$ cat config.mk
export PLATFORM = sky130hd
export DESIGN_NAME = quad_decoder_counter
export DESIGN_NICKNAME = d
export VERILOG_FILES = /design/src/rtl/quad_decoder_counter.sv
export SDC_FILE = /design/constraint.sdc
export NUM_CORES = 1
export LEC_CHECK = 0
export CORE_MARGIN = 10
export CORE_UTILIZATION = 40
export CTS_CLUSTER_SIZE = 30
export DETAILED_ROUTE_END_ITERATION = 8
export GPL_TIMING_DRIVEN = 0
export PLACE_DENSITY = 0.66
export SLEW_MARGIN = 20
export SYNTH_ARGS = -nofsm -noshare
export SYNTH_HDL_FRONTEND = slang
export SYNTH_SLANG_ARGS = --single-unit
$ cat constraint.sdc
create_clock -name clk -period 7.38 [get_ports clk]
set_clock_uncertainty 0.1 [all_clocks]
set_input_delay 0.738 -clock clk [delete_from_list [all_inputs] [get_ports clk]]
set_output_delay 0.738 -clock clk [all_outputs]
set_load 0.005 [all_outputs]
$ cat src/rtl/quad_decoder_counter.sv
// Quadrature A/B decoder with N-bit loadable up/down position counter and sticky phase-error flag.
// Latency: a pin change captured at edge k updates count/step/dir at edge k+SYNC_STAGES.
// Backpressure: none; every legal edge is counted as it arrives, and load overrides a coincident step.
module quad_decoder_counter #(
  parameter int N           = 8,
  parameter int SYNC_STAGES = 2
) (
  input  logic         clk,
  input  logic         srst,
  input  logic         a,
  input  logic         b,
  input  logic         load,
  input  logic [N-1:0] data,
  output logic [N-1:0] count,
  output logic         dir,
  output logic         step,
  output logic         wraparound,
  output logic         err
);

  // Priming counter must hold SYNC_STAGES+1.
  localparam int PW = $clog2(SYNC_STAGES + 2);
  localparam logic [PW-1:0] PRIME_INIT = PW'(SYNC_STAGES + 1);
  localparam logic [N-1:0]  CNT_ONE    = {{(N-1){1'b0}}, 1'b1};

  logic [SYNC_STAGES-1:0] a_sync_q, a_sync_d;
  logic [SYNC_STAGES-1:0] b_sync_q, b_sync_d;
  logic [1:0]             prev_ab_q, prev_ab_d;
  logic [PW-1:0]          prime_q, prime_d;
  logic [N-1:0]           count_q, count_d;
  logic                   dir_q, dir_d;
  logic                   step_q, step_d;
  logic                   wrap_q, wrap_d;
  logic                   err_q, err_d;

  logic [1:0]             cur_ab;
  logic [1:0]             delta;

  // Map the Gray-coded pair onto its position in the up cycle 00->01->11->10.
  function automatic logic [1:0] gray_pos(input logic [1:0] g);
    return {g[1], g[1] ^ g[0]};
  endfunction

  // Synchronizer shift chains: bit 0 samples the pin, the top bit feeds the decoder.
  always_comb begin
    a_sync_d = {a_sync_q[SYNC_STAGES-2:0], a};
    b_sync_d = {b_sync_q[SYNC_STAGES-2:0], b};
  end

  // Decode the phase step and compute next count / flags; load wins over a step.
  always_comb begin
    cur_ab    = {a_sync_q[SYNC_STAGES-1], b_sync_q[SYNC_STAGES-1]};
    // Position difference mod 4: 1 = up, 3 = down, 2 = illegal jump, 0 = idle.
    delta     = gray_pos(cur_ab) - gray_pos(prev_ab_q);
    count_d   = count_q;
    dir_d     = dir_q;
    step_d    = 1'b0;
    wrap_d    = 1'b0;
    err_d     = err_q;
    // prev_ab always follows the synced pins, so a step discarded by load is lost, not deferred.
    prev_ab_d = cur_ab;
    prime_d   = prime_q;

    if (prime_q != '0) begin
      prime_d = prime_q - PW'(1);
    end

    if (load) begin
      count_d = data;
      err_d   = 1'b0;
    end else if (prime_q == '0) begin
      unique case (delta)
        2'd1: begin
          count_d = count_q + CNT_ONE;
          dir_d   = 1'b1;
          step_d  = 1'b1;
          wrap_d  = (count_q == '1);
        end
        2'd3: begin
          count_d = count_q - CNT_ONE;
          dir_d   = 1'b0;
          step_d  = 1'b1;
          wrap_d  = (count_q == '0);
        end
        2'd2: begin
          err_d = 1'b1;
        end
        default: begin
        end
      endcase
    end
  end

  // State registers with synchronous reset; reset restarts the priming window.
  always_ff @(posedge clk) begin
    if (srst) begin
      a_sync_q  <= '0;
      b_sync_q  <= '0;
      prev_ab_q <= '0;
      prime_q   <= PRIME_INIT;
      count_q   <= '0;
      dir_q     <= 1'b0;
      step_q    <= 1'b0;
      wrap_q    <= 1'b0;
      err_q     <= 1'b0;
    end else begin
      a_sync_q  <= a_sync_d;
      b_sync_q  <= b_sync_d;
      prev_ab_q <= prev_ab_d;
      prime_q   <= prime_d;
      count_q   <= count_d;
      dir_q     <= dir_d;
      step_q    <= step_d;
      wrap_q    <= wrap_d;
      err_q     <= err_d;
    end
  end

  assign count      = count_q;
  assign dir        = dir_q;
  assign step       = step_q;
  assign wraparound = wrap_q;
  assign err        = err_q;

endmodule

==> results.cfg <==
[status]
outcome = completed

[global_routing]
grt_overflow = 0
grt_max_degree = 12
track_usage = 0.1011
antenna_found_initial = 0
grt_pass1_vias = 926
grt_pass1_wl_um = 4340

[floorplan]
io_pins = 25
chipWidth_um = 71.99
rows = 18
die_area_um2 = 5182
die-height_um = 71.99
core_area_um2 = 2522
initial_core_util = 0.4286

[power_and_ir_drop]
ir_drop_mv = 0.1186
total_power_mw = 0.2396
power.density_nw_per_um2 = 173.0
p_leak_nw = 0.5244

[clock_network]
cts_buffers = 3
cts.reportedPaths.clkPinSlew_ps = 110
cts_hold_repair.buffers = 0
postCtsSetupBuffers = 0
cts_root_buf = clkbuf_4
cts_tree = yes
cts-resized-gates = 0
clk_path_buf_depth = 2
htreeDepth = 1
clock_latency_ps = 300
clkSinkCount = 20

[job]
drv_cap = 0

[worst_hold_path]
min_from = a_sync_q[0]
min_path_type = reg2reg

[sta]
final.setup.worst_slack_ps = 4452
finalSetupViolCount = 0
rsz0062_at_grt = no
drv_slew = 0
finalCriticalPeriod_ps = 2928
setup-tns-final_ps = 0
hold_viol = 0
min_period_over_period = 0.3968
tightest_slew_ps = 545.9
max_freq_ghz = 0.3415
maxSlewHeadroom = 0.6361

[synthesis]
syn_nets = 142
syn_avg_cell_area_um2 = 8.580
syn_inst = 126
yosys.area.top_type_share = 0.3704
synth_area_um2 = 1081
synth_seq_cells = 20
async_reset_ff_frac = 0
yosys.area.top_type = dfxtp_1
synthTopCellsByArea = dfxtp_1 (37%), a21oi_1 (5.6%), nor2b_1 (4.1%)
yosysMostFrequentCell = dfxtp_1
synth_cell_types = 37
synth_ff_type = dfxtp_1
yosysWarnings = 0
yosysSeqAreaShare = 0.3704
ys_top_cells_by_count = dfxtp_1 (20), a21oi_1 (12), nor2_1 (8), nor3_1 (8), nor2b_1 (7)
synth_edf_count = 0

[final_layout]
finalInstanceArea_um2 = 1385
diodes = 0
stdcell_count = 183
multi_input_area_um2 = 628.1
drive_above_1_share = 0.05229
ff_latch_area_um2 = 400.4
fill_cells = 264
nets = 170
areaGrowthSynthToFinish_pct = 28.13

[place]
numPortBuffers = 23
place_area_um2 = 1349
dp.cells = 179
post-dp-hpwl_um = 1966
gp_congestion = 0.8502
place_ws_ps = 4510

[setup_path]
crit_arrival_ps = 3060
critical_path_required_ps = 7510
crit_path_start = a_sync_q[1]
cp-start-kind = register
crit-reg2reg-launch = a_sync_q[1]
crit_fanout = 10
worstSetupEndpointType = register
critical_path_class = reg2reg

[detailed_routing]
viasPerCell = 5.432
drt_iter0_markers = 44
wl_per_cell_um = 14.80
dr_total_vias = 994
postRouteAntennaNets = 0
drt-pass1-iter-count = 4
finalWirelength_um = 2708
drc = 0
==> worst max-delay path, cell delays in order, from the launching register on <==
cell	delay (ps)
dfxtp_1	440
xnor2_1	100
ha_1	320
clkbuf_1	330
nor2_1	180
xor2_1	180
ha_1	230
or4_1	480
a21oi_1	180
xnor2_1	100
a211oi_2	210
==> state kept, by name, summed over array words and instances, names as in the netlist <==
register and flops:
count 8, a_sync_q 2, b_sync_q 2, prev_ab_q 2
prime_q 2, dir 1, err 1, step 1
wraparound 1
==> report_power, final <==
group	internal, mW	switching (mW)
logic	0.0273	0.0264
registers	0.115	0.00675
clock network	0.0301	0.0342
==> path summary, 6_finish.rpt <==
| kind | to | slack (ps) | depth (start not counted) |
|---|---|---|---|
| max | count[2] | 4450 | 10 |
| min | a_sync_q[1] | 350 | 1 |
| max reg2reg | count[2] | 4450 | 10 |
| min reg2reg | a_sync_q[1] | 350 | 1 |
==> final cells by class <==
type / instances / area share
tap: 30 / 0.02710
inverter: 7 / 0.01897
sequential: 20 / 0.2891
multi-input combinational: 92 / 0.4535
timing repair buffer: 23 / 0.1662
clock buffer: 4 / 0.02620
buffer: 7 / 0.01897
==> through the flow <==
step	utilization	hold slack, ps
5_1_grt	0.5491	365.9
3_3_place_gp	0.5347	329.1
3_5_place_dp	0.5347	327.6
6_report	0.5491	350.9
4_1_cts	0.5491	357.2
2_1_floorplan	-	313.8
==> layout by cell type (no fill, tap or decap), types with 6 or more instances in the layout <==
cell type        instances
clkdlybuf4s50_1         23
dfxtp_1                 20
a21oi_1                 12
nor2_1                   8
nor3_1                   8
nor2b_1                  7
inv_1                    6
clkbuf_1                 6
==> cell families after synthesis <==
logic type	synth area share
flops	0.3704
buf+inv	0.04860
compound gates	0.1979
mux	0.01852
fa+ha+maj	0.03473
simple gates	0.2130
xor+xnor	0.1169
==> layer usage <==
layer | up-vias | wire, um | global-route usage
li1 | 508 | - | -
met1 | 451 | 1270 | 0.1154
met2 | 33 | 1212 | 0.1657
met3 | 2 | 213 | 0.05578
met4 | 0 | 12 | 0.01290
met5 | - | 0 | 0
Power figures use the tool's default switching activity.
==> patch, RTL diff (same flow settings) <==
Reset style: asynchronous (`srst`), changed in one clocked block. Comments in the files are not updated.
--- a/src/rtl/quad_decoder_counter.sv
+++ b/src/rtl/quad_decoder_counter.sv
@@ -94,3 +94,3 @@
   // State registers with synchronous reset; reset restarts the priming window.
-  always_ff @(posedge clk) begin
+  always_ff @(posedge clk or posedge srst) begin
     if (srst) begin
Check against the original RTL: differs if srst is asserted again (counterexample within 4 cycles, from zero or initial values and one cycle with srst high); with srst held inactive, the same outputs for 10 cycles.
==> patch against the unedited design <==
  * Wire length is essentially flat
  * First-iteration DRC count grew 57%
  * Count of clock-buffer cells in the layout shrank 1
  * Cell area grew 5.2%
  * Sequential cell count is the same
  * Area after synthesis grew 4.2%
  * Utilization shrank 1.6 points
  * Worst setup slack lost 220 ps
  * Power grew 39%
  * Highest routed layer unchanged
==> patch: results (changes against the unedited design) <==
| Metric | Value |
|---|---|
| CTS buffer count | 3 (unchanged) |
| Peak supply drop | 114.9 uV (was 118.6 uV) |
| Vias in the first global route | 961 (was 926) |
| CP max stage cell | dfrtp_1 (was or4_1) |
| First-pass GRT wire length | 4.554 mm (was 4.340 mm) |
| Rel. slew slack | 0.4838 (was 0.6361) |
| Pre-CTS WS | 4281 ps (was 4510 ps) |
| Clock Tree Buf Depth | 2 (unchanged) |
| DRT Pass-1 Iters | 4 (unchanged) |
| Worst skew pair latency | 300 ps (about the same) |
| Crit path largest cell delay | 450 ps (was 480 ps) |
| Min-delay src | b_sync_q[0] (was a_sync_q[0]) |
| # resized after CTS | 0 (unchanged) |
| HPWL reported at the end of detailed placement | 2.007 mm (was 1.966 mm) |
| Synth warn | 0 (unchanged) |
| Post-CTS setup buffers | 0 (unchanged) |
| Status | finished, final reports clean (unchanged) |
| Critical Path Sink Type | flop (unchanged) |
| CTS H-tree depth | 1 (unchanged) |
| CP max FO | 10 (unchanged) |
| Setup crit start | prev_ab_q[1] (was a_sync_q[1]) |
| Async SR Flop Fraction | 1.000 (was 0) |
| Unique masters post-synth | 42 (was 37) |
| CTS root buf | clkbuf_4 (unchanged) |
| I/O Buffers | 24 (was 23) |
| Syn nets | 128 (was 142) |
| Share of cells above drive strength 1 | 0.08571 (was 0.05229) |
| Routability Congestion | 0.8542 (was 0.8502) |
| Type of the worst min-delay path | flop to flop (unchanged) |
| Largest net degree at the start of global routing | 21 (was 12) |
| Nets | 157 (was 170) |
| Ranking of synthesized cells by area | dfrtp_1 (40%), dfstp_2 (4.7%), ha_1 (3.3%) (was dfxtp_1 (37%), a21oi_1 (5.6%), nor2b_1 (4.1%)) |
| Clk slew on worst S/H paths | between 100 and 150 ps |
| Total GRT Usage | 0.1061 (was 0.1011) |
| DR vias/cell | 5.591 (was 5.432) |
| Worst EP arrival | 3240 ps (was 3060 ps) |
| WL per Instance | 15.85 um (was 14.80 um) |
| Commonest cells in the netlist | dfrtp_1 (18), nor2_1 (9), nand2_1 (7) (was dfxtp_1 (20), a21oi_1 (12), nor2_1 (8), nor3_1 (8), nor2b_1 (7)) |
| Iter 0 DRT Violations | 69 (was 44) |
| Seq/Total Area, Yosys | 0.4467 (was 0.3704) |
| Leakage power | 0.6334 nW (was 0.5244 nW) |
| Initial antenna violation count | 0 (unchanged) |
| Max FFs per register | 8 (unchanged) |
| Top delay family on crit path | simple AND/OR/NAND/NOR gates (unchanged) |
| # diodes | 0 (unchanged) |
-- patch: where the power goes --
part	leakage [nW]	internal, mW	total, mW	switching [mW]
clock	0.0279	0.0548	0.0904	0.0356
combinational	0.370	0.0557	0.105	0.0494
sequential	0.236	0.122	0.139	0.0165
-- patch: path summary, 6_finish.rpt --
check / depth (start not counted) / slack, ps / endpoint
worst max-delay path: 11 / 4240 / count[6]
worst min-delay path: 0 / 280 / b_sync_q[1]
worst max register to register: 11 / 4240 / count[6]
worst min register to register: 0 / 280 / b_sync_q[1]
max in group asynchronous: 2 / 5940 / count[5]
min in group asynchronous: 2 / 760 / prev_ab_q[0]
-- patch: per-stage QoR --
stage	instances	hold slack (ps)	area (um^2)	total power, mW
floorplan	112	231.2	1126	0.1992
global placement	167	243.8	1405	0.2435
detailed placement	167	253.0	1405	0.2458
CTS	171	282.1	1458	0.3369
global route	171	291.7	1458	0.3559
finish	171	282.9	1458	0.3342
-- patch: kinds of logic after synthesis --
family	share of synthesized area
buffers and inverters	0.04777
XOR/XNOR	0.08221
flip-flops	0.4467
AND/OR/NAND/NOR	0.2145
AO/OA/AOI/OAI	0.1578
multiplexers	0.01778
adder cells (fa/ha/maj)	0.03334
-- patch: cell type report --
| class | instances | area, um^2 |
|---|---|---|
| Inverter | 6 | 22.52 |
| Buffer | 6 | 31.28 |
| Timing Repair Buffer | 24 | 240.2 |
| Fill cell | 249 | 1276 |
| Clock buffer | 3 | 22.52 |
| Clock inverter | 1 | 30.03 |
| Sequential cell | 20 | 503.0 |
| Tap cell | 31 | 38.79 |
| Multi-Input combinational cell | 80 | 569.3 |
-- patch: per-layer routing --
layer  track usage  wire length [um]  up-vias
met5             0                 0        -
met4       0.04008                23        0
met3       0.02857               202        2
met2        0.1547              1230       37
met1        0.1441              1254      450
li1              -                 -      467
